<file path="config.mk">
export PLATFORM = sky130hd
export DESIGN_NAME = spi_master
export DESIGN_NICKNAME = d
export VERILOG_FILES = /design/src/rtl/spi_pkg.sv /design/src/rtl/spi_bitclk.sv /design/src/rtl/spi_master.sv
export SDC_FILE = /design/constraint.sdc
export NUM_CORES = 1
export LEC_CHECK = 0
export BUFFER_PORTS_ARGS = -buffer_cell sky130_fd_sc_hd__buf_2
export CORE_MARGIN = 1
export CORE_UTILIZATION = 55
export DETAILED_ROUTE_END_ITERATION = 10
export GPL_TIMING_DRIVEN = 0
export PLACE_DENSITY = 0.78
export SYNTH_ARGS = -nofsm -noshare
export SYNTH_HDL_FRONTEND = slang
export SYNTH_SLANG_ARGS = --single-unit
</file>
<file path="constraint.sdc">
create_clock -name i_clk -period 5.5 [get_ports i_clk]
set_clock_uncertainty 0.15 [all_clocks]
set_input_delay 0.275 -clock i_clk [delete_from_list [all_inputs] [get_ports i_clk]]
set_output_delay 0.275 -clock i_clk [all_outputs]
set_load 0.03 [all_outputs]
</file>
<file path="src/rtl/spi_pkg.sv">
// Shared constants, state encoding and frame packing for the SPI memory initiator.
package spi_pkg;

  localparam int ADDR_BITS  = 7;
  localparam int DATA_BITS  = 8;
  localparam int FRAME_BITS = 16;

  localparam logic RW_READ  = 1'b1;
  localparam logic RW_WRITE = 1'b0;

  // Bit counter runs from the frame MSB index down to zero.
  localparam logic [3:0] BIT_FIRST = 4'(FRAME_BITS - 1);
  // Highest bit index that belongs to the data byte (address/rw bits sit above it).
  localparam logic [3:0] BIT_DATA_TOP = 4'(DATA_BITS - 1);

  typedef enum logic [1:0] {
    ST_IDLE  = 2'd0,
    ST_SHIFT = 2'd1,
    ST_TAIL  = 2'd2,
    ST_DONE  = 2'd3
  } spi_state_t;

  // Frame layout: {addr, rw, data}; the data byte is zeroed on reads so the
  // responder sees a clean turnaround while it drives MISO.
  function automatic logic [FRAME_BITS-1:0] build_frame(
    input logic [ADDR_BITS-1:0] addr,
    input logic                 rw,
    input logic [DATA_BITS-1:0] wdata
  );
    logic [DATA_BITS-1:0] data_field;
    data_field = (rw == RW_READ) ? {DATA_BITS{1'b0}} : wdata;
    return {addr, rw, data_field};
  endfunction

endpackage

</file>
<file path="src/rtl/spi_bitclk.sv">
// SCLK divider: half-period down-counter with rise/fall strobes and the sclk level.
// With i_toggle low the counter still runs, which lets the caller time a
// half-period of idle clock (the tail) without moving sclk.
module spi_bitclk #(
  parameter int CLKDIV = 4
) (
  input  logic i_clk,
  input  logic i_rst,
  input  logic i_en,
  input  logic i_toggle,
  output logic o_tc,
  output logic o_rise,
  output logic o_fall,
  output logic o_sclk
);

  localparam int CW = (CLKDIV > 1) ? $clog2(CLKDIV) : 1;
  localparam logic [CW-1:0] RELOAD = CW'(CLKDIV - 1);

  logic [CW-1:0] r_cnt;
  logic          r_phase;
  logic          w_tc;

  assign w_tc   = i_en && (r_cnt == '0);
  assign o_tc   = w_tc;
  assign o_rise = w_tc && i_toggle && !r_phase;
  assign o_fall = w_tc && i_toggle &&  r_phase;
  assign o_sclk = r_phase;

  // Half-period counter: parked at reload while disabled, wraps on terminal count.
  always_ff @(posedge i_clk or posedge i_rst) begin
    if (i_rst) begin
      r_cnt <= '0;
    end else if (!i_en) begin
      r_cnt <= RELOAD;
    end else if (w_tc) begin
      r_cnt <= RELOAD;
    end else begin
      r_cnt <= r_cnt - 1'b1;
    end
  end

  // SCLK level: flips at each terminal count while toggling is allowed, low otherwise.
  always_ff @(posedge i_clk or posedge i_rst) begin
    if (i_rst) begin
      r_phase <= 1'b0;
    end else if (!i_en) begin
      r_phase <= 1'b0;
    end else if (w_tc && i_toggle) begin
      r_phase <= !r_phase;
    end
  end

endmodule

</file>
<file path="src/rtl/spi_master.sv">
// SPI memory-link initiator: shifts a {addr, rw, data} frame out on MOSI and,
// on reads, collects the final byte from MISO into o_rdata.
module spi_master
  import spi_pkg::*;
#(
  parameter int CLKDIV = 4
) (
  input  logic                 i_clk,
  input  logic                 i_rst,
  input  logic                 i_start,
  input  logic                 i_rw,
  input  logic [ADDR_BITS-1:0] i_addr,
  input  logic [DATA_BITS-1:0] i_wdata,
  input  logic                 i_miso,
  output logic                 o_sclk,
  output logic                 o_cs,
  output logic                 o_mosi,
  output logic                 o_busy,
  output logic                 o_done,
  output logic [DATA_BITS-1:0] o_rdata
);

  spi_state_t r_state;
  spi_state_t w_next;

  logic [FRAME_BITS-1:0] r_frame;
  logic [DATA_BITS-1:0]  r_rx;
  logic [DATA_BITS-1:0]  r_rdata;
  logic [3:0]            r_bitcnt;
  logic                  r_rw;
  logic                  r_cap_arm;

  logic w_accept;
  logic w_div_en;
  logic w_div_toggle;
  logic w_tc;
  logic w_rise;
  logic w_fall;
  logic w_data_bit;

  assign w_accept     = (r_state == ST_IDLE) && i_start;
  assign w_div_en     = (r_state == ST_SHIFT) || (r_state == ST_TAIL);
  assign w_div_toggle = (r_state == ST_SHIFT);
  assign w_data_bit   = (r_rw == RW_READ) && (r_bitcnt <= BIT_DATA_TOP);

  spi_bitclk #(
    .CLKDIV (CLKDIV)
  ) u_bitclk (
    .i_clk    (i_clk),
    .i_rst    (i_rst),
    .i_en     (w_div_en),
    .i_toggle (w_div_toggle),
    .o_tc     (w_tc),
    .o_rise   (w_rise),
    .o_fall   (w_fall),
    .o_sclk   (o_sclk)
  );

  // State register.
  always_ff @(posedge i_clk or posedge i_rst) begin
    if (i_rst) begin
      r_state <= ST_IDLE;
    end else begin
      r_state <= w_next;
    end
  end

  // Next-state: the last fall of bit 0 ends the shift, one divider period of tail follows.
  always_comb begin
    w_next = r_state;
    case (r_state)
      ST_IDLE:  if (i_start) w_next = ST_SHIFT;
      ST_SHIFT: if (w_fall && (r_bitcnt == 4'd0)) w_next = ST_TAIL;
      ST_TAIL:  if (w_tc) w_next = ST_DONE;
      ST_DONE:  w_next = ST_IDLE;
      default:  w_next = ST_IDLE;
    endcase
  end

  // Outputs decoded from state; MOSI is the frame MSB only while shifting.
  always_comb begin
    o_cs   = 1'b1;
    o_busy = 1'b0;
    o_done = 1'b0;
    o_mosi = 1'b0;
    case (r_state)
      ST_IDLE: begin
        o_cs   = 1'b1;
        o_busy = 1'b0;
      end
      ST_SHIFT: begin
        o_cs   = 1'b0;
        o_busy = 1'b1;
        o_mosi = r_frame[FRAME_BITS-1];
      end
      ST_TAIL: begin
        o_cs   = 1'b0;
        o_busy = 1'b1;
      end
      ST_DONE: begin
        o_cs   = 1'b1;
        o_busy = 1'b1;
        o_done = 1'b1;
      end
      default: begin
        o_cs   = 1'b1;
        o_busy = 1'b0;
      end
    endcase
  end

  // Frame shifter and bit counter: load on accept, advance at the end of each high half.
  always_ff @(posedge i_clk or posedge i_rst) begin
    if (i_rst) begin
      r_frame  <= '0;
      r_bitcnt <= '0;
      r_rw     <= RW_WRITE;
    end else if (w_accept) begin
      r_frame  <= build_frame(i_addr, i_rw, i_wdata);
      r_bitcnt <= BIT_FIRST;
      r_rw     <= i_rw;
    end else if ((r_state == ST_SHIFT) && w_fall) begin
      r_frame <= {r_frame[FRAME_BITS-2:0], 1'b0};
      if (r_bitcnt != 4'd0) begin
        r_bitcnt <= r_bitcnt - 4'd1;
      end
    end
  end

  // Capture qualifier: armed on the rise of a read data bit so the matching fall samples MISO.
  always_ff @(posedge i_clk or posedge i_rst) begin
    if (i_rst) begin
      r_cap_arm <= 1'b0;
    end else if (r_state != ST_SHIFT) begin
      r_cap_arm <= 1'b0;
    end else if (w_rise) begin
      r_cap_arm <= w_data_bit;
    end else if (w_fall) begin
      r_cap_arm <= 1'b0;
    end
  end

  // Receive shifter: MISO sampled on the last cycle of each armed high half.
  always_ff @(posedge i_clk or posedge i_rst) begin
    if (i_rst) begin
      r_rx <= '0;
    end else if (w_accept) begin
      r_rx <= '0;
    end else if (w_fall && r_cap_arm) begin
      r_rx <= {r_rx[DATA_BITS-2:0], i_miso};
    end
  end

  // Read result: published on entry to DONE so it is valid alongside the done pulse.
  always_ff @(posedge i_clk or posedge i_rst) begin
    if (i_rst) begin
      r_rdata <= '0;
    end else if ((r_state == ST_TAIL) && w_tc && (r_rw == RW_READ)) begin
      r_rdata <= r_rx;
    end
  end

  assign o_rdata = r_rdata;

endmodule
</file>
==> results of run 1 <==
[power by group]
group          leakage (nW)  switching [W]  internal (W)  total (W)
clock network        0.0408       0.000115     0.0000907   0.000206
logic                 0.636       0.000214      0.000141   0.000356
registers             0.524      0.0000457      0.000396   0.000442
[metrics by stage]
stage / worst slack (ns) / util [%] / hold WS [ns] / area, sq um
floorplan: 3.73 / - / 0.244 / 2090
global placement: 3.47 / 63.2 / 0.333 / 2310
detailed placement: 3.45 / 63.2 / 0.342 / 2310
CTS: 3.42 / 65.7 / 0.0270 / 2410
global route: 3.27 / 65.7 / 0.0510 / 2410
finish: 3.42 / 65.7 / -0.00582 / 2410
[layout make-up]
| type | instances | area, sq um | area share (%) |
|---|---|---|---|
| Timing Repair Buffer | 32 | 160 | 6.66 |
| Buffer | 12 | 92.6 | 3.85 |
| Clock buffer | 5 | 68.8 | 2.86 |
| Clock inverter | 3 | 23.8 | 0.988 |
| Sequential cell | 43 | 1080 | 44.7 |
| Multi-Input combinational cell | 143 | 880 | 36.6 |
| Tap cell | 48 | 60.1 | 2.50 |
| Inverter | 12 | 45.0 | 1.87 |
[worst reg2reg max path, stage by stage (launching register included)]
cell     delay, ns
dfrtp_1       0.40
inv_1         0.11
ha_1          0.31
buf_6         0.13
nand4_2       0.25
buf_2         0.29
o21ai_0       0.20
nand3_1       0.10
[state kept, by name, indices dropped and copies added, names as in the netlist]
signal / cells
r_frame: 16
o_rdata: 8
r_rx: 8
r_bitcnt: 4
r_state: 2
u_bitclk.r_cnt: 2
r_cap_arm: 1
r_rw: 1
u_bitclk.o_sclk: 1
[final timing paths]
| kind | from | end | slack, ns | cells after the start |
|---|---|---|---|---|
| worst max register to register | r_state[0] | r_bitcnt[0] | 3.42 | 7 |
| max in group asynchronous | i_rst | r_state[1] | 4.66 | 2 |
| worst min-delay path | i_rst | o_rdata[6] | -0.006 | 2 |
| min in group i_clk | i_rw | r_rw | 0.05 | 3 |
| worst max-delay path | r_state[0] | r_bitcnt[0] | 3.42 | 7 |
| worst min register to register | o_rdata[0] | o_rdata[0] | 0.36 | 1 |
[cells by family (layout without fill, tap and decap cells)]
logic type | count (synthesis) | in the layout | share of synthesized area [%]
adder cells (fa/ha/maj) | 8 | 8 | 4.78
multiplexers | 9 | 9 | 4.78
buffers and inverters | 24 | 64 | 6.57
AND/OR/NAND/NOR | 71 | 71 | 16.6
AO/OA/AOI/OAI | 54 | 54 | 15.5
flip-flops | 43 | 43 | 51.4
XOR/XNOR | 1 | 1 | 0.418
[per-layer routing]
metal	global-route usage, %	share of wire (%)	wire (um)	up-vias
met1	30.0	46	1870	795
li1	-	-	-	806
met4	9.09	1.0	42	0
met5	0	0	0	-
met3	4.35	3.5	139	5
met2	37.8	49	1970	34
[placed cells by master, fill, tap and decap left out, types with 2 or more instances in the layout]
master,count
dfrtp_1,43
nand2_1,35
buf_2,34
a31oi_1,16
o21ai_0,15
a21oi_1,15
inv_1,11
nand3_1,11
nor2_1,8
mux2_2,8
ha_1,8
clkbuf_8,5
buf_6,4
clkbuf_1,4
and3_2,2
nand4_2,2
nand2_2,2
nor3_1,2
clkinvlp_4,2
==> results_dict.tcl, run 1 <==
set metrics [dict create \
    status "finished, violations left" \
    violations "hold timing" \
    synth_area_sq_um 2090 \
    holdBufCountCts 0 \
    cts_sinks 43 \
    fin_crit_sh_pct 37.9 \
    fillers 315 \
    leakage_nw 1.20 \
    slew_viol_final 0 \
    io_buffers 32 \
    critPathCaptureType "flop" \
    ys_warn_count 0 \
    ir_worst_vdd_v 0.000259 \
    min_path_type "primary input to async pin" \
    drt_first_iter_violations 161 \
    synth_ff_type "dfrtp_1" \
    whs_ns -0.00582 \
    via_per_inst 5.50 \
    path_class "flop to flop" \
    vias 1640 \
    path_cells "inv_1 -> ha_1 -> buf_6 -> nand4_2 -> buf_2 -> o21ai_0 -> nand3_1" \
    grt_pass1_wl_um 7170 \
    rsz0062_at_grt "false" \
    crit_family "buffers and inverters" \
    grt_pass1_vias 1617 \
    die_w_um 63.7 \
    critPathBufInv 3 \
    drcViolationCount 0 \
    wire_per_inst_um 13.5 \
    cts_root_buffer "clkbuf_8" \
    seq_area_frac_synth_pct 51.4 \
    clockBufferDepth 2 \
    synth_most_common_cell "dfrtp_1" \
    synth_edf_count 0 \
    antenna_cells 0 \
    period_minus_slack_ns 2.08 \
    area_growth_pct 14.9 \
    ys_top_cells_by_area "dfrtp_1 (51%), nand2_1 (6.3%), a31oi_1 (4.8%)" \
    core_area_sq_um 3660 \
    cts_resized 0 \
    clk_pin_slew_ns 0.09 \
    crit_fanout 10 \
    setup_viol_count_final 0 \
    synth_area_leader_cell "dfrtp_1" \
    grt-ovfl-total 0 \
    synth.top_cells.by_count "dfrtp_1 (43), nand2_1 (35), a31oi_1 (16)" \
    critical-path-slowest-cell "dfrtp_1" \
    total_power_w 0.00100 \
    hold_viol 8 \
    die_h_um 63.7 \
    slew_headroom_pct 41.9 \
    p_per_area_nw_per_um2 417 \
    place_inst 290 \
    ys_types 38 \
    gp_congestion 0.810 \
    fin_cells 298 \
    critPathRequiredTime_ns 5.51 \
    drive_gt1_share_pct 26.8 \
    cts_setup_buffers 0 \
    drt-pass1-iter-count 4 \
    num_rows 22 \
    fmax_mhz 480 \
    antenna_left 0 \
    synth_seq_cells 43 \
    tritoncts "yes" \
    syn_inst 210 \
    dieArea_sq_um 4060 \
    worstSkewPairLatency_ns 0.30 \
    pin_count 33 \
    worst_pin_slew_ns 0.871 \
    antenna_found_initial 0 \
    cts_made_buffers 5 \
    syn_nets 238 \
    cp_slowest_stage_delay_ns 0.40 \
    crit_arrival_ns 2.09 \
    drt_wl_total_um 4020 \
    synth.avg_cell_area_sq_um 9.97 \
    final_nets 277 \
    grt_max_degree 44 \
    dpl.hpwl_um 2750 \
    synthArstFlopShare_pct 100 \
    synth_top_area_share_pct 51.4 \
    grt.total_usage_pct 23.1 \
    final.setup.tns_ns 0 \
    maxCapViolCount 0 \
    start_kind "flop" \
    htreeDepth 2 \
    initial_utilization_pct 57.2 \
]
Power figures use the tool's default switching activity.
==> inputs of run 2 (changes only) <==
--- a/config.mk
+++ b/config.mk
@@ -5,6 +5,7 @@
 export SDC_FILE = /design/constraint.sdc
 export NUM_CORES = 1
 export LEC_CHECK = 0
+export ABC_AREA = 1
 export BUFFER_PORTS_ARGS = -buffer_cell sky130_fd_sc_hd__buf_2
 export CORE_MARGIN = 1
 export CORE_UTILIZATION = 55
==> constraint.sdc (replaced) <==
create_clock -name i_clk -period 2.1 [get_ports i_clk]
set_clock_uncertainty 0.15 [all_clocks]
set_input_delay 0.105 -clock i_clk [delete_from_list [all_inputs] [get_ports i_clk]]
set_output_delay 0.105 -clock i_clk [all_outputs]
set_load 0.03 [all_outputs]
==> run 2 against run 1 <==
  * The flow now finishes without violations
  * Highest routed layer unchanged
  * Sequential power rose to 2.7 times the previous value
  * Clock power rose to 3.1 times the previous value
  * Wire length down 0.35%
  * First-iteration DRC count down 40%
  * Cell count up 9.7%
  * Synthesized cell count up 6.7%
  * Synthesized area down 1.7%
  * Critical path depth unchanged
  * Global-route usage up 0.88 points
  * Largest power group unchanged
  * Final area up 6.4%
==> results_dict.tcl, run 2 <==
set metrics [dict create \
    grt_max_degree 44 \
    slew_headroom_pct 42.1 \
    drcViolationCount 0 \
    worstSkewPairLatency_ns 0.30 \
    wl_met1_um 1830 \
    syn_inst 224 \
    post-place-ws_ns 0.139 \
    p_per_area_nw_per_um2 1190 \
    die_h_um 63.2 \
    path_class "flop to flop" \
    synth_top_area_share_pct 52.3 \
    wl_met3_um 143 \
    critical-path-slowest-cell "ha_2" \
    dieArea_sq_um 3990 \
    ys_types 28 \
    synth_most_common_cell "nand2_1" \
    whs_ns 0.0688 \
    grt-ovfl-total 0 \
    maxCapViolCount 0 \
    routed-wl-met2_um 1940 \
    synth.top_cells.by_count "nand2_1 (50), dfrtp_1 (43), inv_1 (26), nand3_1 (26), nor2_1 (14)" \
    synthArstFlopShare_pct 100 \
    crit_family "simple AND/OR/NAND/NOR gates" \
    final.setup.tns_ns 0 \
    grt_pass1_wl_um 7230 \
    vias 1661 \
    fmax_mhz 525 \
    synth_edf_count 0 \
    critPathCaptureType "flop" \
    ys_top_cells_by_area "dfrtp_1 (52%), nand2_1 (9.1%), nand3_1 (6.3%)" \
    synth_area_leader_cell "dfrtp_1" \
    cp_slowest_stage_delay_ns 0.42 \
    leakage_nw 1.29 \
    synth-simple-area-share_pct 25.5 \
    antenna_found_initial 0 \
    cts_root_buffer "clkbuf_8" \
    num_rows 21 \
    ir_worst_vdd_v 0.000680 \
    setup_ws_ns 0.195 \
    cp_common_cell "nand2_1" \
    critPathBufInv 1 \
    tritoncts "yes" \
    seq_area_frac_synth_pct 52.3 \
    core_area_sq_um 3470 \
    grt_pass1_vias 1631 \
    crit_arrival_ns 1.94 \
    htreeDepth 2 \
    pin_count 33 \
    fin_cells 327 \
    cts_made_buffers 5 \
    grt.total_usage_pct 23.9 \
    status "completed" \
    start_kind "flop" \
    layout_commonest_cell "nand2_1" \
    drt_first_iter_violations 97 \
    synth_fa_ha_area_share_pct 4.86 \
    clockBufferDepth 2 \
    ys_warn_count 0 \
    die_w_um 63.2 \
    syn_nets 252 \
    via_per_inst 5.08 \
    cts_sinks 43 \
    period_minus_slack_ns 1.90 \
    synth.avg_cell_area_sq_um 9.19 \
    min_path_type "primary input to flop" \
    drt-pass1-iter-count 5 \
    top_layer "met4" \
    area_growth_pct 24.4 \
    synth_area_sq_um 2060 \
    critPathRequiredTime_ns 2.13 \
    clk_pin_slew_ns 0.08 \
    synth_seq_cells 43 \
    fin_crit_sh_pct 90.7 \
    final_nets 308 \
    path_cells "inv_1 -> ha_2 -> nand3_2 -> nor2_4 -> nand2_1 -> nand2_1 -> o22ai_1" \
    setup_viol_count_final 0 \
    drive_gt1_share_pct 23.1 \
    mostFrequentLayoutCells "nand2_1 (50), dfrtp_1 (43), buf_2 (32)" \
    cts_setup_buffers 0 \
    fillers 272 \
    synth_compound_area_share_pct 9.67 \
    slew_viol_final 0 \
    antenna_left 0 \
    drt_wl_total_um 4000 \
    synthMuxAreaShare_pct 0 \
    antenna_cells 0 \
    io_buffers 32 \
    synth_top_family_by_area "simple AND/OR/NAND/NOR gates" \
    initial_utilization_pct 59.3 \
    worst_pin_slew_ns 0.868 \
    gp_congestion 0.797 \
    hold_viol 0 \
    rsz0062_at_grt "false" \
    top_register "r_frame" \
    total_power_w 0.00306 \
    place_inst 302 \
    wire_per_inst_um 12.2 \
    dpl.hpwl_um 2630 \
    synth_ff_type "dfrtp_1" \
    crit_fanout 8 \
    synth_xor_area_share_pct 0 \
    largest_reg_flops 16 \
]
[run 2: what timing repair did]
action,in CTS,in global routing
endpoints found under the setup margin,0,11
hold buffers,17,0
gates resized for setup,0,1
endpoints found under the hold margin,59,0
[run 2: worst paths after layout]
kind,cells past startpoint,slack [ns],to,start
setup reg to reg,7,0.20,r_rx[5],r_state[0]
min in group asynchronous,3,0.42,r_frame[3],i_rst
max in group asynchronous,3,0.83,r_state[1],i_rst
hold reg to reg,2,0.34,r_frame[13],r_frame[13]
hold / removal,5,0.07,r_state[1],i_start
setup / recovery,7,0.20,r_rx[5],r_state[0]
[run 2: metrics by stage]
| stage | util, % | instance area (sq um) |
|---|---|---|
| 2_1_floorplan | - | 2060 |
| 3_3_place_gp | 65.6 | 2280 |
| 3_5_place_dp | 65.6 | 2280 |
| 4_1_cts | 73.8 | 2560 |
| 5_1_grt | 73.8 | 2560 |
| 6_report | 73.8 | 2560 |
[run 2: cell families after synthesis]
logic type      Yosys count
simple gates            107
flops                    43
buf+inv                  35
compound gates           31
fa+ha+maj                 8
[run 2: final cells by class]
type	count	area (sq um)	share of cell area (%)
well taps	46	57.6	2.25
flip-flops and latches	43	1080	42.0
multi-input cells	146	826	32.2
plain buffers	5	46.3	1.81
repair buffers	49	330	12.9
clock buffers	5	68.8	2.69
clock inverters	3	43.8	1.71
inverters	30	113	4.40
[run 2: per-layer routing]
metal	global-route usage, %	vias up
li1	-	839
met1	29.4	776
met2	40.1	38
met3	5.62	8
met4	10.5	0
met5	0	-
[run 2: tightest hold or removal path: stages]
cell and delay [ns]:
buf_2 0.11, inv_1 0.05, nand2_1 0.07, nand4_1 0.10, nand2_1 0.05
[run 2: where the power goes]
| part | switching [W] | leakage (nW) | total [W] | internal, W |
|---|---|---|---|---|
| Sequential | 0.000140 | 0.527 | 0.00121 | 0.00107 |
| Combinational | 0.000779 | 0.706 | 0.00120 | 0.000421 |
| Clock | 0.000287 | 0.0581 | 0.000641 | 0.000354 |
| Total | 0.00121 | 1.29 | 0.00306 | 0.00185 |
==> inputs of run 3 (changes only) <==
--- a/config.mk
+++ b/config.mk
@@ -12,6 +12,7 @@
 export DETAILED_ROUTE_END_ITERATION = 10
 export GPL_TIMING_DRIVEN = 0
 export PLACE_DENSITY = 0.78
+export SETUP_SLACK_MARGIN = 0.2
 export SYNTH_ARGS = -nofsm -noshare
 export SYNTH_HDL_FRONTEND = slang
 export SYNTH_SLANG_ARGS = --single-unit
==> run 3 against run 2 <==
  * Final area rose by 2.7%
  * Fmax rose by 7.8%
  * Via count grew 1.2%
  * Die area did not move
  * Critical endpoint is now o_rdata[3]
  * Largest cell class unchanged
  * Largest power group is now combinational cells
  * Highest routed layer unchanged
==> results_dict.tcl, run 3 (same netlist as run 2, synthesis figures left out) <==
set metrics [dict create \
    hp-start "i_start" \
    clk_pin_slew_ns 0.08 \
    pin_count 33 \
    tritoncts "yes" \
    gp_congestion 0.797 \
    wl_met3_um 173 \
    rr_worst_depth 7 \
    drt-pass1-iter-count 4 \
    cts_made_buffers 5 \
    crit_arrival_ns 1.83 \
    final_area_sq_um 2630 \
    htreeDepth 2 \
    leakage_nw 1.33 \
    drt_first_iter_violations 108 \
    min_path_type "primary input to flop" \
    drt_wl_total_um 4140 \
    num_rows 21 \
    worst_pin_slew_ns 0.875 \
    dpl.hpwl_um 2630 \
    grt_pass1_wl_um 7220 \
    p_per_area_nw_per_um2 1200 \
    fmax_mhz 566 \
    wire_per_inst_um 12.4 \
    r2r_end "o_rdata[3]" \
    critPathCaptureType "flop" \
    hold_viol 0 \
    layout_commonest_cell "nand2_1" \
    fillers 263 \
    rsz0062_at_grt "false" \
    slew_headroom_pct 41.6 \
    maxCapViolCount 0 \
    via_per_inst 5.05 \
    drive_gt1_share_pct 26.8 \
    critPathRequiredTime_ns 2.17 \
    antenna_cells 0 \
    hold_end "r_state[1]" \
    grt.total_usage_pct 23.9 \
    grt_max_degree 44 \
    area_growth_pct 27.8 \
    status "completed" \
    largest_reg_flops 16 \
    start_kind "flop" \
    path_class "flop to flop" \
    antenna_found_initial 0 \
    min_path_cells 5 \
    fin_crit_sh_pct 84.1 \
    io_buffers 32 \
    drcViolationCount 0 \
    rrSetupSlack_ns 0.33 \
    cts_root_buffer "clkbuf_8" \
    routed-wl-met2_um 1980 \
    placement.cell_area_sq_um 2280 \
    dieArea_sq_um 3990 \
    antenna_left 0 \
    vias 1681 \
    mostFrequentLayoutCells "nand2_1 (49), dfrtp_1 (43), buf_2 (32)" \
    ir_worst_vdd_v 0.000702 \
    clockBufferDepth 2 \
    crit_fanout 6 \
    grt_pass1_vias 1625 \
    final.setup.tns_ns 0 \
    seq_area_sq_um 1080 \
    initial_utilization_pct 59.3 \
    wl_met1_um 1910 \
    die_w_um 63.2 \
    cts_sinks 43 \
    final_nets 314 \
    grt-ovfl-total 0 \
    multi_input_area_sq_um 846 \
    die_h_um 63.2 \
    core_area_sq_um 3470 \
    worstSkewPairLatency_ns 0.30 \
    top_register "r_frame" \
    top_layer "met4" \
    slew_viol_final 0 \
    setup_viol_count_final 0 \
    period_minus_slack_ns 1.77 \
    reg2reg_from "r_state[0]" \
]
## run 3: final cells by class
class                           count  share of cell area, %
Sequential cell                    43                   40.9
Multi-Input combinational cell    146                   32.1
Timing Repair Buffer               55                   14.3
Inverter                           30                   4.42
Clock buffer                        5                   2.62
Tap cell                           46                   2.19
Buffer                              5                   1.81
Clock inverter                      3                   1.66
## run 3: through the flow
step / hold WS, ns / setup WS (ns) / cells / utilization (%) / power [W]
after detailed placement: 0.170 / 0.139 / 302 / 65.6 / 0.00240
after global routing: 0.110 / 0.194 / 333 / 75.9 / 0.00338
after floorplan: 0.0760 / 0.362 / 224 / - / 0.00212
final: 0.0827 / 0.334 / 333 / 75.9 / 0.00316
after CTS: 0.0618 / 0.226 / 327 / 73.9 / 0.00307
after global placement: 0.161 / 0.160 / 302 / 65.6 / 0.00236
## run 3: worst max-delay path by stage
stage / from / endpoint / slack, ns
after global routing: r_state[0] / r_bitcnt[3] / 0.19
after global placement: r_state[0] / r_rx[0] / 0.16
after floorplan: r_state[0] / r_frame[1] / 0.36
final: r_state[0] / o_rdata[3] / 0.33
after CTS: r_state[0] / o_rdata[0] / 0.23
after detailed placement: r_state[0] / r_rx[0] / 0.14
## run 3: power by group
group          switching, W  total [W]  internal (W)
logic              0.000804    0.00130      0.000492
registers          0.000144    0.00122       0.00107
clock network      0.000291   0.000645      0.000354
total               0.00124    0.00316       0.00192
## run 3: metal layers
layer | track usage, % | up-vias
met1 | 29.5 | 780
met5 | 0 | -
met4 | 10.5 | 0
met3 | 5.62 | 7
li1 | - | 858
met2 | 39.7 | 36
## run 3: repair_timing
| item | in CTS | in global routing |
|---|---|---|
| gates cloned | 0 | 1 |
| setup buffers | 0 | 5 |
| gates resized for setup | 2 | 10 |
| endpoints found under the hold margin | 59 | 0 |
| pin swaps | 0 | 1 |
| endpoints found under the setup margin | 21 | 38 |
| hold buffers | 17 | 0 |
## run 3: critical path, stage by stage (launching register included)
cell and delay [ns]:
dfrtp_1 0.42, inv_2 0.09, ha_4 0.31, nand2_4 0.08, nor3_4 0.31, buf_4 0.17, nor2_1 0.03, a21oi_1 0.13
